**src/rtl/dffsr_pipe_pkg.sv**
```systemverilog
// Shared constants, stage-operation encoding and the occupancy-width helper for dffsr_pipe.
package dffsr_pipe_pkg;

    localparam logic DEF_RST_BIT = 1'b0;
    localparam logic DEF_SET_BIT = 1'b1;

    typedef enum logic [2:0] {
        OP_HOLD,
        OP_LOAD,
        OP_DRAIN,
        OP_FLUSH,
        OP_PRESET,
        OP_SCAN
    } stage_op_e;

    function automatic int occ_w(input int depth);
        return $clog2(depth + 1);
    endfunction

endpackage

```
**src/rtl/dffsr_pipe_stage.sv**
```systemverilog
// One pipeline stage: data register plus valid bit with load/drain/flush/preset control.
// Scan shifting is compiled in only when DFFSR_PIPE_SCAN_EN is defined.
module dffsr_pipe_stage
    import dffsr_pipe_pkg::*;
#(
    parameter int               WIDTH   = 8,
    parameter logic [WIDTH-1:0] RST_VAL = '0,
    parameter logic [WIDTH-1:0] SET_VAL = '1
) (
    input  logic             clk_i,
    input  logic             rst_ni,
    input  logic             load_i,
    input  logic             adv_i,
    input  logic             flush_i,
    input  logic             preset_i,
    input  logic [WIDTH-1:0] din_i,
`ifdef DFFSR_PIPE_SCAN_EN
    input  logic             scan_en_i,
    input  logic             scan_in_i,
`endif
    output logic [WIDTH-1:0] data_o,
    output logic             v_o
);

    logic [WIDTH-1:0] data_q, data_d;
    logic             v_q, v_d;
    stage_op_e        op;

    // A refill from upstream wins over draining, so a stage that advances
    // and is reloaded in the same cycle stays valid.
    always_comb begin
        op = OP_HOLD;
        if (flush_i)       op = OP_FLUSH;
        else if (preset_i) op = OP_PRESET;
        else if (load_i)   op = OP_LOAD;
        else if (adv_i)    op = OP_DRAIN;
`ifdef DFFSR_PIPE_SCAN_EN
        if (scan_en_i)     op = OP_SCAN;
`endif
    end

    always_comb begin
        data_d = data_q;
        v_d    = v_q;
        case (op)
            OP_LOAD: begin
                data_d = din_i;
                v_d    = 1'b1;
            end
            OP_DRAIN:  v_d = 1'b0;
            OP_FLUSH:  v_d = 1'b0;
            OP_PRESET: begin
                data_d = SET_VAL;
                v_d    = 1'b1;
            end
`ifdef DFFSR_PIPE_SCAN_EN
            OP_SCAN:   data_d = (data_q << 1) | WIDTH'(scan_in_i);
`endif
            default: ;
        endcase
    end

    always_ff @(posedge clk_i or negedge rst_ni) begin
        if (!rst_ni) begin
            data_q <= RST_VAL;
            v_q    <= 1'b0;
        end else begin
            data_q <= data_d;
            v_q    <= v_d;
        end
    end

    assign data_o = data_q;
    assign v_o    = v_q;

endmodule

```
**src/rtl/dffsr_pipe.sv**
```systemverilog
// WIDTH-bit, DEPTH-stage elastic pipeline register with valid/ready, bubble collapse,
// flush, preset and occupancy count. Define DFFSR_PIPE_SCAN_EN to add the scan chain ports.
module dffsr_pipe
    import dffsr_pipe_pkg::*;
#(
    parameter int               WIDTH   = 8,
    parameter int               DEPTH   = 4,
    parameter logic [WIDTH-1:0] RST_VAL = {WIDTH{DEF_RST_BIT}},
    parameter logic [WIDTH-1:0] SET_VAL = {WIDTH{DEF_SET_BIT}}
) (
    input  logic                    CLK,
    input  logic                    R,
    input  logic                    IN_VALID,
    output logic                    IN_READY,
    input  logic [WIDTH-1:0]        IN_DATA,
    output logic                    OUT_VALID,
    input  logic                    OUT_READY,
    output logic [WIDTH-1:0]        OUT_DATA,
    input  logic                    FLUSH,
    input  logic                    PRESET,
`ifdef DFFSR_PIPE_SCAN_EN
    input  logic                    SCAN_EN,
    input  logic                    SCAN_IN,
    output logic                    SCAN_OUT,
`endif
    output logic [occ_w(DEPTH)-1:0] OCC
);

    localparam int OCC_W = occ_w(DEPTH);

    logic [DEPTH-1:0][WIDTH-1:0] data;
    logic [DEPTH-1:0]            v;
    logic [DEPTH-1:0]            adv;
    logic [DEPTH-1:0]            load;
    logic                        scan;
    logic                        flush_eff, preset_eff;
    logic                        accept, emit;
    logic [OCC_W-1:0]            occ_q, occ_d;

`ifdef DFFSR_PIPE_SCAN_EN
    assign scan     = SCAN_EN;
    assign SCAN_OUT = data[DEPTH-1][WIDTH-1];
`else
    assign scan     = 1'b0;
`endif

    assign flush_eff  = FLUSH & ~scan;
    assign preset_eff = PRESET & ~FLUSH & ~scan;

    // Ripple from the output back: a stage moves if the next one is empty or moving.
    always_comb begin
        logic [DEPTH-1:0] a;
        a            = '0;
        a[DEPTH-1]   = v[DEPTH-1] & OUT_READY & ~scan;
        for (int i = DEPTH - 2; i >= 0; i--) begin
            a[i] = v[i] & (~v[i+1] | a[i+1]);
        end
        adv = a;
    end

    assign IN_READY  = (~v[0] | adv[0]) & ~FLUSH & ~PRESET & ~scan;
    assign accept    = IN_VALID & IN_READY;
    assign OUT_VALID = v[DEPTH-1] & ~scan;
    assign OUT_DATA  = data[DEPTH-1];
    assign emit      = OUT_VALID & OUT_READY;

    for (genvar i = 0; i < DEPTH; i++) begin : g_stage
        logic [WIDTH-1:0] din;
`ifdef DFFSR_PIPE_SCAN_EN
        logic             sin;
`endif
        if (i == 0) begin : g_head
            assign din     = IN_DATA;
            assign load[i] = accept;
`ifdef DFFSR_PIPE_SCAN_EN
            assign sin     = SCAN_IN;
`endif
        end else begin : g_body
            assign din     = data[i-1];
            assign load[i] = adv[i-1];
`ifdef DFFSR_PIPE_SCAN_EN
            assign sin     = data[i-1][WIDTH-1];
`endif
        end

        dffsr_pipe_stage #(
            .WIDTH   (WIDTH),
            .RST_VAL (RST_VAL),
            .SET_VAL (SET_VAL)
        ) u_stage (
            .clk_i     (CLK),
            .rst_ni    (R),
            .load_i    (load[i]),
            .adv_i     (adv[i]),
            .flush_i   (flush_eff),
            .preset_i  (preset_eff),
            .din_i     (din),
`ifdef DFFSR_PIPE_SCAN_EN
            .scan_en_i (scan),
            .scan_in_i (sin),
`endif
            .data_o    (data[i]),
            .v_o       (v[i])
        );
    end

    always_comb begin
        occ_d = occ_q;
        if (!scan) begin
            if (FLUSH)       occ_d = '0;
            else if (PRESET) occ_d = OCC_W'(DEPTH);
            else             occ_d = occ_q + OCC_W'(accept) - OCC_W'(emit);
        end
    end

    always_ff @(posedge CLK or negedge R) begin
        if (!R) occ_q <= '0;
        else    occ_q <= occ_d;
    end

    assign OCC = occ_q;

endmodule

```
**config.mk**
```make
export PLATFORM = sky130hd
export DESIGN_NAME = dffsr_pipe
export DESIGN_NICKNAME = d
export VERILOG_FILES = /design/src/rtl/dffsr_pipe_pkg.sv /design/src/rtl/dffsr_pipe_stage.sv /design/src/rtl/dffsr_pipe.sv
export SDC_FILE = /design/constraint.sdc
export NUM_CORES = 1
export LEC_CHECK = 0
export CAP_MARGIN = 0
export CELL_PAD_IN_SITES_DETAIL_PLACEMENT = 0
export CELL_PAD_IN_SITES_GLOBAL_PLACEMENT = 1
export CORE_MARGIN = 3
export CORE_UTILIZATION = 41
export DETAILED_ROUTE_END_ITERATION = 10
export PLACE_DENSITY = 0.83
export SLEW_MARGIN = 20
export SYNTH_ARGS = -nofsm -noshare
export SYNTH_HDL_FRONTEND = slang
export SYNTH_SLANG_ARGS = --single-unit
```
**constraint.sdc**
```tcl
create_clock -name CLK -period 2.65 [get_ports CLK]
set_input_delay 0.53 -clock CLK [delete_from_list [all_inputs] [get_ports CLK]]
set_output_delay 0.53 -clock CLK [all_outputs]
set_load 0.005 [all_outputs]
```
# [Word level (Yosys, flattened, before mapping)]
# Index checks and enable logic that the tools add are counted.
[totals] out_inout_bits=13 regBits=39 word_cells=87 inputBits=14
[op_classes] eq_ne=16 n_bitwise=18 n_addsub=2 n_mux=26 reduce_logical=16
[op_table] op="one-hot mux 8 bit (2 select lines)" n=4
[op_table] op="two-way mux 3 bit" n=14
[op_table] op="equality test 3 x 2 -> 1 bit, second input constant" n=8
[op_table] op="nonzero test 2 bit" n=8
[op_table] op="OR reduction 2 bit" n=8
[op_table] op="equality test 3 x 1 -> 1 bit, second input constant" n=4
[op_table] op="equality test 3 bit, second input constant" n=4
[op_table] op="bitwise AND 1 bit" n=8
[op_table] op="two-way mux 2 bit" n=4
[op_table] op="one-hot mux 1 bit (2 select lines)" n=4
[op_table] op="NOT 1 bit" n=6
[op_table] op="bitwise OR 1 bit" n=4
[op_table] op="adder 3 x 1 -> 3 bit" n=1
[op_table] op="subtractor 3 x 1 -> 3 bit" n=1

# [Longest topological paths before layout]
[depth] ltp_word=17 mapped_depth=12 depth_no_buf=12

# [Hierarchy]
# From an unflattened synthesis, not the netlist that was laid out.
[hier_totals] cells_unflattened=223 area_unflattened_um2=2323.5
[modules_own_cells] mod="dffsr_pipe_stage" area_per_inst_um2=516.7 seq_area_each_um2=225.2 instances=4 cells_per_inst=49
[modules_own_cells] mod="dffsr_pipe" area_per_inst_um2=256.5 seq_area_each_um2=75.1 instances=1 cells_per_inst=27

# [Least setup slack after synthesis]
# No wires, ideal clock.
[synth_path] kind="input -> register" startpoint="in OUT_READY" endpoint="reg occ_q[2], in the netlist OCC[2]" path_buffers=0 path_slack_ns=0.262 required_ns=2.534 arrival_time_ns=2.273 cell_stages=12 setup_ns=0.116 path_cell_list="nand4b_4 or2_2 nand3_1 ha_1 inv_1 ha_1 inv_1 fa_1 xnor2_1 xnor2_1 nor2_1 nor2_1"
[synth_via] elab_chain_cells=15
[synth_rtl] element="start: declaration" line="dffsr_pipe.sv:17" rtl="input logic OUT_READY,"
[synth_rtl] element="bitwise AND 1 bit *" line="dffsr_pipe.sv:54, dffsr_pipe.sv:65"
[synth_rtl] element="bitwise OR 1 bit" line="dffsr_pipe.sv:56" rtl="a[i] = v[i] & (~v[i+1] | a[i+1]);"
[synth_rtl] element="bitwise AND 1 bit" line="dffsr_pipe.sv:56"
[synth_rtl] element="bitwise OR 1 bit" line="dffsr_pipe.sv:56"
[synth_rtl] element="bitwise AND 1 bit" line="dffsr_pipe.sv:56"
[synth_rtl] element="bitwise OR 1 bit" line="dffsr_pipe.sv:56"
[synth_rtl] element="bitwise AND 1 bit" line="dffsr_pipe.sv:56"
[synth_rtl] element="bitwise OR 1 bit" line="dffsr_pipe.sv:61" rtl="assign IN_READY = (~v[0] | adv[0]) & ~FLUSH & ~PRESET & ~scan;"
[synth_rtl] element="bitwise AND 1 bit (2 in a row)" line="dffsr_pipe.sv:61"
[synth_rtl] element="bitwise AND 1 bit" line="dffsr_pipe.sv:62" rtl="assign accept = IN_VALID & IN_READY;"
[synth_rtl] element="adder 3 x 1 -> 3 bit" line="dffsr_pipe.sv:112" rtl="else occ_d = occ_q + OCC_W'(accept) - OCC_W'(emit);"
[synth_rtl] element="subtractor 3 x 1 -> 3 bit *" line="dffsr_pipe.sv:112"
[synth_rtl] element="two-way mux 3 bit *" line="dffsr_pipe.sv:111" rtl="else if (PRESET) occ_d = OCC_W'(DEPTH);"
[synth_rtl] element="two-way mux 3 bit *" line="dffsr_pipe.sv:110" rtl="if (FLUSH) occ_d = '0;"
[synth_rtl] element="named net occ_d[2]" line="dffsr_pipe.sv:38" rtl="logic [OCC_W-1:0] occ_q, occ_d;"
[synth_rtl] element="end signal: assignment" line="dffsr_pipe.sv:117" rtl="if (!R) occ_q <= '0;"
[synth_rtl] element="end signal: assignment" line="dffsr_pipe.sv:118" rtl="else occ_q <= occ_d;"
[synth_rtl] element="end: declaration" line="dffsr_pipe.sv:38"
# Mark *: on every way through the listed nets, which the timed path passes. The rest lies on a longest branch.
# A chain may end at the register's enable or synchronous reset.

# [Worst setup path in the final report]
# Same ends and word-level chain as after synthesis.

==> results.md <==
* Total clock sinks at 39
* WP depth at 13
* Filler Cells Inserted at between 300 and 400
* Share of post-route cells with drive strength above 1 at 0.116
* Buffers on Ports at 26
* Reg-to-reg critical path startpoint: g_stage[2].u_stage.v_o
* Endpoint class of the critical path: flip-flop
* Cell breakdown of the critical path: clkdlybuf4s50_1 -> nand4b_4 -> or2_4 -> nand3_1 -> ha_1 -> inv_1 -> ha_1 -> inv_1 -> fa_2 -> xnor2_2 -> xnor2_1 -> nor2_1 -> nor2_1
* Clock Tree Root: clkbuf_8
* Multi-input combinational cell area at 643 sq um
* Post-DRT Antenna Nets at 0
* Setup Skew at slightly above 0.006 ns
* RD Place Congestion at 0.729
* Max-cap violations at 0
* Int Power at 0.911 mW
* Die width at ~71 um
* Worst min-delay path class: flip-flop to flip-flop
* Die area at between 0.005 and 0.006 sq mm
* Maximum resistive drop on vdd at roughly 300 uV
* Max Slew Vio Count at 0
* Post-route DRC violation count at 0
* Starting density of the core at 0.449
* Congestion Overflow GR at 0
* Register area at 976 sq um
* FF+latch count, synth at 39
* DP Wirelength at 2440 um
* Routed WL at 3430 um
* Final Util at 0.558
* Gr usage total at 0.146
* 1st-iter DRT viols at around 210
* Critical path class: input pin to flip-flop
* Delay-heaviest family, CP: adder cells
* Clock power share at 0.308
* LEAKAGE at between 0.9 and 1 nW
* Seq/Total Area, Yosys at 0.564
* Clock Path Buffers at 2
* Hold_sp: g_stage[2].u_stage.data_o[1]
* Crit share post-route at 0.936
* ANT cells at 0
* Initial DRT Pass Iterations at 7
* CTS tree: built
* Syn. warnings at 0
* Final Hold Viols at 0
* Worst-Skew Late Latency at ~0.29 ns
* DR WL/cell at approximately 14 um
* CTS hold repair buffers at 0
* RSZ-0062 raised after global routing: false
* Ys async rst share at 1.00
* Worst Max-Slew Pin Slew at between 0.5 and 0.6 ns
* Worst EP arrival at 2.65 ns
* Flop pwr share at 0.549
* Max FO, Critical Path at 2
* R2R depth at 12
* DR vias/cell at about 5.5
* Top FF cell, synth: dfrtp_1
* Comb pwr share at 0.143
* Outcome: finished clean
* R2R Setup Slk at between 0.4 and 0.5 ns
* Syn-to-layout area delta at 24.3%
* # IOs at 27
* Synth cell types at 22
* Total number of vias at approximately 1300
* Layout Nets at between 200 and 250
* Crit path buf inv count at 3
* Number of flops mapped to enable cells by yosys at 0
* Largest net degree at the start of global routing at 40
* Post-CTS Setup Repair Bufs at 0
* Hold Crit Depth at 1
* Fmax at between 400 and 500 MHz
* Number of CTS-inserted buffers at 5
* Overall Power at 1.23 mW
* RR Endpoint: OCC[2]
* Worst Hold Path EP: g_stage[3].u_stage.data_o[1]
* Crit path max-delay cell type: clkdlybuf4s50_1
* Initial antenna violation count at 0
* NetSw at roughly 0.32 mW
* First-pass GRT wire length at around 5800 um
* Cell Area, Synth at ~0.0017 sq mm
* Setup violations, final at 0
* Relative slew slack at 0.665
* Vias in the first global route at about 1300
* Site Rows at 22
* Critical Path Start Type: input pin
* Post-synthesis instance total at ~150
* Max stage delay on crit path at 0.42 ns
* Clock transition at the registers of the reported paths at about 0.07 ns
* P per Cell Area at 570 mW/mm^2
* Sw Ratio at 0.257
* Total core area at a little under 0.004 sq mm
* Cts repair resizes at 1
* Final min period at between 2 and 2.5 ns
* H-tree Lvls at 2
* Height of the chip at ~71 um
* Synthesized Nets at around 170
* Crit path required time at about 2.8 ns
* Syn Area/Cell at 11.2 sq um
[worst max-delay path by stage]
stage                    from      to  slack [ns]
floorplan           OUT_READY  OCC[2]        0.26
global placement    OUT_READY  OCC[2]       -0.18
detailed placement  OUT_READY  OCC[2]       -0.21
CTS                 OUT_READY  OCC[2]        0.08
global route        OUT_READY  OCC[2]        0.02
finish              OUT_READY  OCC[2]        0.17
[cells by family after synthesis]
family	count (synthesis)	synth area share
and+or+nand+nor	46	0.128
AOI/OAI and AO/OA	39	0.200
DFF	39	0.564
buffers and inverters	25	0.0716
adders and majority gates	3	0.0260
xor gates and xnor gates	2	0.0101
[layout by cell type (no fill, tap or decap)]
cell type         n
nand3_1           3
dfrtp_1          39
and2_1            3
a21oi_1           6
a222oi_1         16
xnor2_1           1
buf_4             8
clkdlybuf4s50_1  25
fa_2              1
or2_4             1
dlygate4sd2_1     1
clkbuf_1          2
clkbuf_8          5
ha_1              2
nand2_2           1
inv_1            19
nand3b_1          1
nand4b_4          1
o21ai_4           1
clkinv_2          1
nor2_1           32
nand2b_1          1
nor2_2            2
nor3_1            1
xnor2_2           1
o22a_1           16
[final cells by class]
type	instances	share of cell area
clock buffers	7	0.0355
well taps	48	0.0279
repair buffers	34	0.148
flip-flops and latches	39	0.454
clock inverters	1	0.00233
inverters	19	0.0332
multi-input cells	90	0.299
[cell usage after synthesis (all sizes together) (2+ instances only)]
cell | instances | area, sq um
dfrtp | 39 | 976
nor2 | 34 | 133
inv | 19 | 71.3
a222oi | 16 | 160
o22a | 16 | 140
a21oi | 6 | 30.0
buf | 5 | 43.8
and2 | 3 | 18.8
nand3 | 3 | 15.0
ha | 2 | 25.0
xnor2 | 2 | 17.5
[power groups by stage]
| stage | Combinational [mW] | Clock [mW] | Sequential, mW |
|---|---|---|---|
| floorplan | 0.105 | 0 | 0.676 |
| global placement | 0.166 | 0 | 0.681 |
| detailed placement | 0.174 | 0 | 0.684 |
| CTS | 0.175 | 0.390 | 0.672 |
| global route | 0.197 | 0.417 | 0.678 |
| finish | 0.176 | 0.377 | 0.673 |
[state kept, by name (all words and copies together) (netlist names)]
signal	flops
OCC	3
g_stage.u_stage.v_o	4
g_stage.u_stage.data_o	32
[worst register-to-register path, delay by kind of cell (launching register included)]
family / cells / cell delay, ns
flops: 1 / 0.45
xor+xnor: 2 / 0.27
buf+inv: 2 / 0.10
fa+ha+maj: 3 / 0.70
simple gates: 5 / 0.57
[per-layer routing]
layer / global-route usage / share of wire / vias to the layer above
li1: - / - / 626
met1: 0.197 / 0.47 / 633
met2: 0.218 / 0.45 / 49
met3: 0.0483 / 0.062 / 5
met4: 0.0564 / 0.016 / 0
met5: 0 / 0 / -
[stage by stage]
| stage | instance area, sq um | hold WS (ns) | TNS (ns) | std cells | worst slack [ns] |
|---|---|---|---|---|---|
| 3_5_place_dp | 2060 | 0.491 | -0.247 | 230 | -0.211 |
| 3_3_place_gp | 2060 | 0.480 | -0.183 | 230 | -0.183 |
| 2_1_floorplan | 1730 | 0.234 | 0 | 154 | 0.262 |
| 4_1_cts | 2140 | 0.506 | 0 | 238 | 0.0799 |
| 5_1_grt | 2150 | 0.520 | 0 | 238 | 0.0210 |
| 6_report | 2150 | 0.495 | 0 | 238 | 0.170 |
Note: power is estimated with default switching activity, not from simulation.
